$ cat src/rtl/mem_pkg.sv
// Shared types and line-geometry constants for the I/D memory arbiter.
package mem_pkg;

    typedef enum logic [1:0] {
        StIdle,
        StIFill,
        StDFill,
        StDWb
    } state_t;

    localparam int unsigned LINE_WORDS = 16;
    localparam int unsigned WORD_BYTES = 4;
    localparam int unsigned LINE_OFF_W = $clog2(LINE_WORDS * WORD_BYTES);

    function automatic int unsigned line_bytes(input int unsigned words);
        return words * WORD_BYTES;
    endfunction

endpackage

$ cat src/rtl/mem_arb_sel.sv
// Grant selection between I and D line requests, evaluated only while idle.
// Define MEM_ARB_RR_EN for round-robin on simultaneous requests; default is fixed D priority.
module mem_arb_sel (
`ifdef MEM_ARB_RR_EN
    input  logic clk,
    input  logic rst_n,
`endif
    input  logic idle,
    input  logic i_req,
    input  logic d_req,
    output logic gnt_i,
    output logic gnt_d
);

`ifdef MEM_ARB_RR_EN
    logic last_d_q;

    // Remembers which side won the previous grant so a tie goes to the other side.
    always_ff @(posedge clk or negedge rst_n) begin
        if (!rst_n) begin
            last_d_q <= 1'b0;
        end else if (gnt_i || gnt_d) begin
            last_d_q <= gnt_d;
        end
    end

    assign gnt_d = idle && d_req && (!i_req || !last_d_q);
`else
    assign gnt_d = idle && d_req;
`endif

    assign gnt_i = idle && i_req && !gnt_d;

endmodule

$ cat src/rtl/mem_arb.sv
// Line-transfer arbiter between I-cache refills and D-cache refills/writebacks.
// Optional round-robin arbitration via MEM_ARB_RR_EN (see mem_arb_sel).
module mem_arb #(
    parameter int unsigned LINE_WORDS = mem_pkg::LINE_WORDS,
    parameter int unsigned ADDR_W     = 32
) (
    input  logic                          clk,
    input  logic                          rst_n,
    input  logic                          i_req,
    input  logic [ADDR_W-1:0]             i_addr,
    output logic                          i_done,
    input  logic                          d_req,
    input  logic                          d_we,
    input  logic [ADDR_W-1:0]             d_addr,
    input  logic [31:0]                   d_wb_data,
    output logic                          d_done,
    output logic                          fill_vld,
    output logic                          fill_sel,
    output logic [31:0]                   fill_data,
    output logic [$clog2(LINE_WORDS)-1:0] xfer_idx,
    output logic                          mem_req,
    output logic                          mem_we,
    output logic [ADDR_W-1:0]             mem_addr,
    output logic [31:0]                   mem_wdata,
    input  logic [31:0]                   mem_rdata,
    input  logic                          mem_ack
);

    import mem_pkg::*;

    localparam int unsigned IDX_W = $clog2(LINE_WORDS);
    localparam logic [IDX_W-1:0] LAST_IDX = IDX_W'(LINE_WORDS - 1);
    localparam logic [ADDR_W-1:0] OFF_MASK = ADDR_W'(line_bytes(LINE_WORDS) - 1);

    state_t            state_q, state_d;
    logic [IDX_W-1:0]  idx_q, idx_d;
    logic [ADDR_W-1:0] base_q, base_d;
    logic              i_done_q, i_done_d;
    logic              d_done_q, d_done_d;
    logic              idle, ack, last_ack, is_fill;
    logic              gnt_i, gnt_d;

    assign idle     = (state_q == StIdle);
    assign ack      = !idle && mem_ack;
    assign last_ack = ack && (idx_q == LAST_IDX);
    assign is_fill  = (state_q == StIFill) || (state_q == StDFill);

    // The side whose done is pulsing still holds its request this cycle; mask it
    // so the other side gets the slot after exactly one idle cycle.
    mem_arb_sel u_sel (
`ifdef MEM_ARB_RR_EN
        .clk   (clk),
        .rst_n (rst_n),
`endif
        .idle  (idle),
        .i_req (i_req && !i_done_q),
        .d_req (d_req && !d_done_q),
        .gnt_i (gnt_i),
        .gnt_d (gnt_d)
    );

    always_comb begin
        state_d  = state_q;
        idx_d    = idx_q;
        base_d   = base_q;
        i_done_d = 1'b0;
        d_done_d = 1'b0;
        case (state_q)
            StIdle: begin
                if (gnt_d) begin
                    state_d = d_we ? StDWb : StDFill;
                    base_d  = d_addr & ~OFF_MASK;
                end else if (gnt_i) begin
                    state_d = StIFill;
                    base_d  = i_addr & ~OFF_MASK;
                end
            end
            default: begin
                if (ack) begin
                    idx_d = idx_q + 1'b1;
                end
                if (last_ack) begin
                    state_d  = StIdle;
                    i_done_d = (state_q == StIFill);
                    d_done_d = (state_q != StIFill);
                end
            end
        endcase
    end

    always_ff @(posedge clk or negedge rst_n) begin
        if (!rst_n) begin
            state_q  <= StIdle;
            idx_q    <= '0;
            base_q   <= '0;
            i_done_q <= 1'b0;
            d_done_q <= 1'b0;
        end else begin
            state_q  <= state_d;
            idx_q    <= idx_d;
            base_q   <= base_d;
            i_done_q <= i_done_d;
            d_done_q <= d_done_d;
        end
    end

    assign i_done    = i_done_q;
    assign d_done    = d_done_q;
    assign xfer_idx  = idx_q;
    assign mem_req   = !idle;
    assign mem_we    = (state_q == StDWb);
    assign mem_addr  = base_q + ADDR_W'({idx_q, 2'b00});
    // Data buses are held at zero outside their owning state so reset drives them low.
    assign mem_wdata = mem_we ? d_wb_data : 32'h0;
    assign fill_vld  = ack && is_fill;
    assign fill_sel  = (state_q == StDFill);
    assign fill_data = fill_vld ? mem_rdata : 32'h0;

endmodule

$ cat config.mk
export PLATFORM = sky130hd
export DESIGN_NAME = mem_arb
export DESIGN_NICKNAME = d
export VERILOG_FILES = /design/src/rtl/mem_pkg.sv /design/src/rtl/mem_arb_sel.sv /design/src/rtl/mem_arb.sv
export SDC_FILE = /design/constraint.sdc
export NUM_CORES = 1
export LEC_CHECK = 0
export BUFFER_PORTS_ARGS = -buffer_cell sky130_fd_sc_hd__buf_2
export CORE_AREA = 4 4 91 93
export DETAILED_ROUTE_END_ITERATION = 10
export DIE_AREA = 0 0 95 97
export HOLD_SLACK_MARGIN = 0.02
export PLACE_DENSITY = 0.74
export SETUP_SLACK_MARGIN = 0.05
export SLEW_MARGIN = 30
export SYNTH_ARGS = -nofsm -noshare
export SYNTH_HDL_FRONTEND = slang
export SYNTH_HIERARCHICAL = 1
export SYNTH_SLANG_ARGS = --single-unit
$ cat constraint.sdc
create_clock -name clk -period 3 [get_ports clk]
set_input_delay 0.15 -clock clk [delete_from_list [all_inputs] [get_ports clk]]
set_output_delay 0.15 -clock clk [all_outputs]
set_load 0.01 [all_outputs]
==> impl_results.rst <==
.. list-table::
   :header-rows: 1

   * - Metric
     - Value
   * - Storage cell area
     - 851 um2
   * - Drt wl/cell
     - 13.4 um
   * - Number of iterations in the first detailed-routing pass
     - 4
   * - Number of clock sinks seen by CTS
     - 34
   * - Number of placed I/O pins
     - 240
   * - Number of distinct library cells after synthesis
     - 25
   * - Total via count in the routed design
     - 2392
   * - Number of max-cap violations
     - 0
   * - Setup violators final
     - 0
   * - Post-Syn Area
     - 2120 um2
   * - Cell type contributing the most total cell area after synthesis
     - dfrtp_1
   * - Ant diodes
     - 0
   * - Die height
     - 97 um
   * - Endpoint class of the critical path
     - output pin
   * - Max Fanout on Critical Path
     - 33
   * - Cell types with the largest area share after synthesis
     - dfrtp_1 (40%), mux2i_1 (12%), and2_1 (10%)
   * - Fmax
     - 461 MHz
   * - Via count of the first global-routing pass
     - 2367
   * - P_int
     - 1.67 mW
   * - NetSw
     - 1.17 mW
   * - Total die area
     - 9220 um2
   * - Clock tree from TritonCTS
     - built
   * - Register bit total from synthesis
     - 34
   * - Area added between synthesis and finish
     - 61.2%
   * - DRC violation total after the first TritonRoute iteration
     - 63
   * - Fraction of power consumed by the clock network
     - 17.7%
   * - Buffer cell driving the clock tree root
     - clkbuf_8
   * - Share of the clock period used by the worst path
     - 72.3%
   * - Clock transition at the register clock pins on the worst setup and hold paths after CTS
     - 80 ps
   * - Number of antenna violations at the first check in global routing
     - 0
   * - Commonest non-fill, non-tap cell in the layout
     - buf_2
   * - Die Width
     - 95 um
   * - DPL Wire Length
     - 6.03 mm
   * - Aggregate negative setup slack
     - 0 ps
   * - Multi-input combinational cell area
     - 1110 um2
   * - Part of the Yosys area used for sequential elements
     - 40.1%
   * - Peak supply drop
     - 335 uV
   * - Delay of the slowest cell on the worst path
     - 400 ps
   * - Total Routed Length
     - 7.32 mm
   * - Top cell type's share of synthesized area
     - 40.1%
   * - Least-Margin Pin Slew
     - 762 ps
   * - Final net count
     - 583
   * - DRC violations left
     - 0
   * - Insertion delay of the later-clocked pin in the worst-skew pair
     - 280 ps
   * - Final-layout fill cell count
     - 759
   * - Wire length of the first global-routing pass
     - 11.3 mm
   * - Classification of the worst setup path
     - register to output pin
   * - Post-DR vias/cell
     - 4.37
   * - Power Dens Cells
     - 831 nW/um2
   * - Time the final worst path needs with I/O delays and setup
     - 2170 ps
   * - Sequential fraction of design power
     - 28.0%
   * - Share of power burned in combinational logic
     - 54.3%
   * - Global placer's final weighted congestion
     - 0.779
   * - Number of buffers created by CTS
     - 5
   * - GRT overflow
     - 0
   * - Dominant delay contributor by cell family on the critical path
     - buffers and inverters
   * - Pin count of the biggest net entering global routing
     - 39
   * - Fraction of final layout cells sized beyond drive strength 1
     - 54.2%
   * - Clock Tree Buf Depth
     - 2
   * - Critical path buffer and inverter count
     - 3
   * - Starting density of the core
     - 28.2%
   * - Post-cts repair resize count
     - 0
   * - Post-Route Utilization
     - 45.4%
   * - Worst path arrival time
     - 2020 ps
   * - Post-route ant nets
     - 0
   * - Number of H-tree levels
     - 2
   * - Hold Crit Class
     - input port to register
   * - Crit path launch type
     - register
   * - Cells traversed along the worst timing path
     - inv_1 -> ha_1 -> nor2b_2 -> buf_4 -> and3_1 -> buf_2
   * - Number of warnings reported in the yosys synthesis log
     - 6
   * - Avg Synthesized Cell Area
     - 9.18 um2
   * - Final Hold Vio Count
     - 0
   * - GRT Resource Usage Total
     - 15.4%
   * - Unrepaired setup endpoints after global routing
     - false
   * - Result of the run
     - finished clean
   * - Leakage power
     - 2.10 nW
   * - Max transition margin
     - 49.2%
   * - Slowest cell on crit path
     - dfrtp_1
   * - Final worst clock skew
     - 9.55 ps
   * - Most used cells in the layout excluding fill and tap cells
     - buf_2 (225), and2_1 (34), dfrtp_1 (34)
   * - Switching power as a share of total power
     - 41.2%
   * - Total core area
     - 7530 um2
   * - Synthesized instance count
     - 231
   * - Buffers added on ports
     - 225
   * - # rows
     - 32
   * - Critical path required time
     - 2850 ps
   * - Pins Over Slew Limit
     - 0
routing by layer:
| layer | routed length, um | up-vias | GRT usage (%) |
|---|---|---|---|
| met5 | 0 | - | 0 |
| met4 | 86 | 0 | 5.55 |
| met3 | 654 | 6 | 3.19 |
| met2 | 3740 | 109 | 27.7 |
| met1 | 2840 | 1081 | 17.6 |
| li1 | - | 1196 | - |
flip-flops by register name, summed over array words and instances (netlist names):
signal    cells
base_q       26
xfer_idx      4
state_q       2
d_done        1
i_done        1
cells by family after synthesis:
| kind of cell | synth area share (%) |
|---|---|
| flops | 40.1 |
| simple gates | 27.5 |
| fa+ha+maj | 2.95 |
| other cells | 0.177 |
| buf+inv | 7.44 |
| mux | 12.8 |
| compound gates | 7.73 |
| xor+xnor | 1.24 |
cell usage after synthesis:
cell type,count
mux2_2,1
nor2b_2,1
dfrtp_1,34
buf_2,1
ha_1,5
and2_1,34
and3_1,32
o22ai_1,2
xor2_1,1
mux2i_1,26
conb_1,1
clkbuf_2,2
and4_4,1
clkbuf_1,8
nand2_1,29
o21ai_0,23
and3b_1,1
and2_2,1
o21ai_1,4
xnor2_1,2
inv_1,4
nor2b_1,3
buf_4,13
o21ai_4,1
nand4_1,1
path summary, 6_finish.rpt:
kind,from,to,slack [ps],depth (start not counted)
max in group asynchronous,rst_n,base_q[28],2010,2
min in group asynchronous,rst_n,base_q[20],500,2
hold reg to reg,base_q[15],base_q[15],480,2
setup / recovery,state_q[0],fill_data[17],830,6
setup reg to reg,state_q[0],state_q[0],1000,7
hold / removal,i_addr[29],base_q[29],140,3
power groups by stage:
stage	Sequential, mW	Clock (mW)	Combinational (mW)
6_report	0.794	0.502	1.54
3_3_place_gp	0.795	0	1.52
2_1_floorplan	0.888	0	0.904
3_5_place_dp	0.802	0	1.57
5_1_grt	0.831	0.546	1.71
4_1_cts	0.800	0.521	1.56
worst register-to-register path, stage by stage, from the launching register on:
cell and delay [ps]:
dfrtp_1 410, inv_1 90, ha_1 320, and2_2 240, buf_4 420, inv_1 110, o21ai_0 170, o22ai_1 90
final cells by class:
class / count / area share, %
clock buffers: 5 / 2.01
clock inverters: 3 / 2.01
inverters: 4 / 0.439
multi-input cells: 170 / 32.6
flip-flops and latches: 34 / 24.9
well taps: 102 / 3.73
repair buffers: 229 / 34.3
metrics by stage:
step	power [mW]	setup slack (ps)	hold WS (ps)	cells	area [um2]
after floorplan	1.79	1280	-146	232	2120
after global placement	2.32	1050	269	538	3270
after detailed placement	2.37	998	274	538	3270
after CTS	2.89	829	128	547	3420
after global routing	3.09	682	128	547	3420
final	2.84	832	137	547	3420
repair_timing:
action	4_1_cts	5_1_grt
hold buffers	1	0
setup buffers	0	0
endpoints found under the hold margin	34	0
Power figures use the tool's default switching activity.
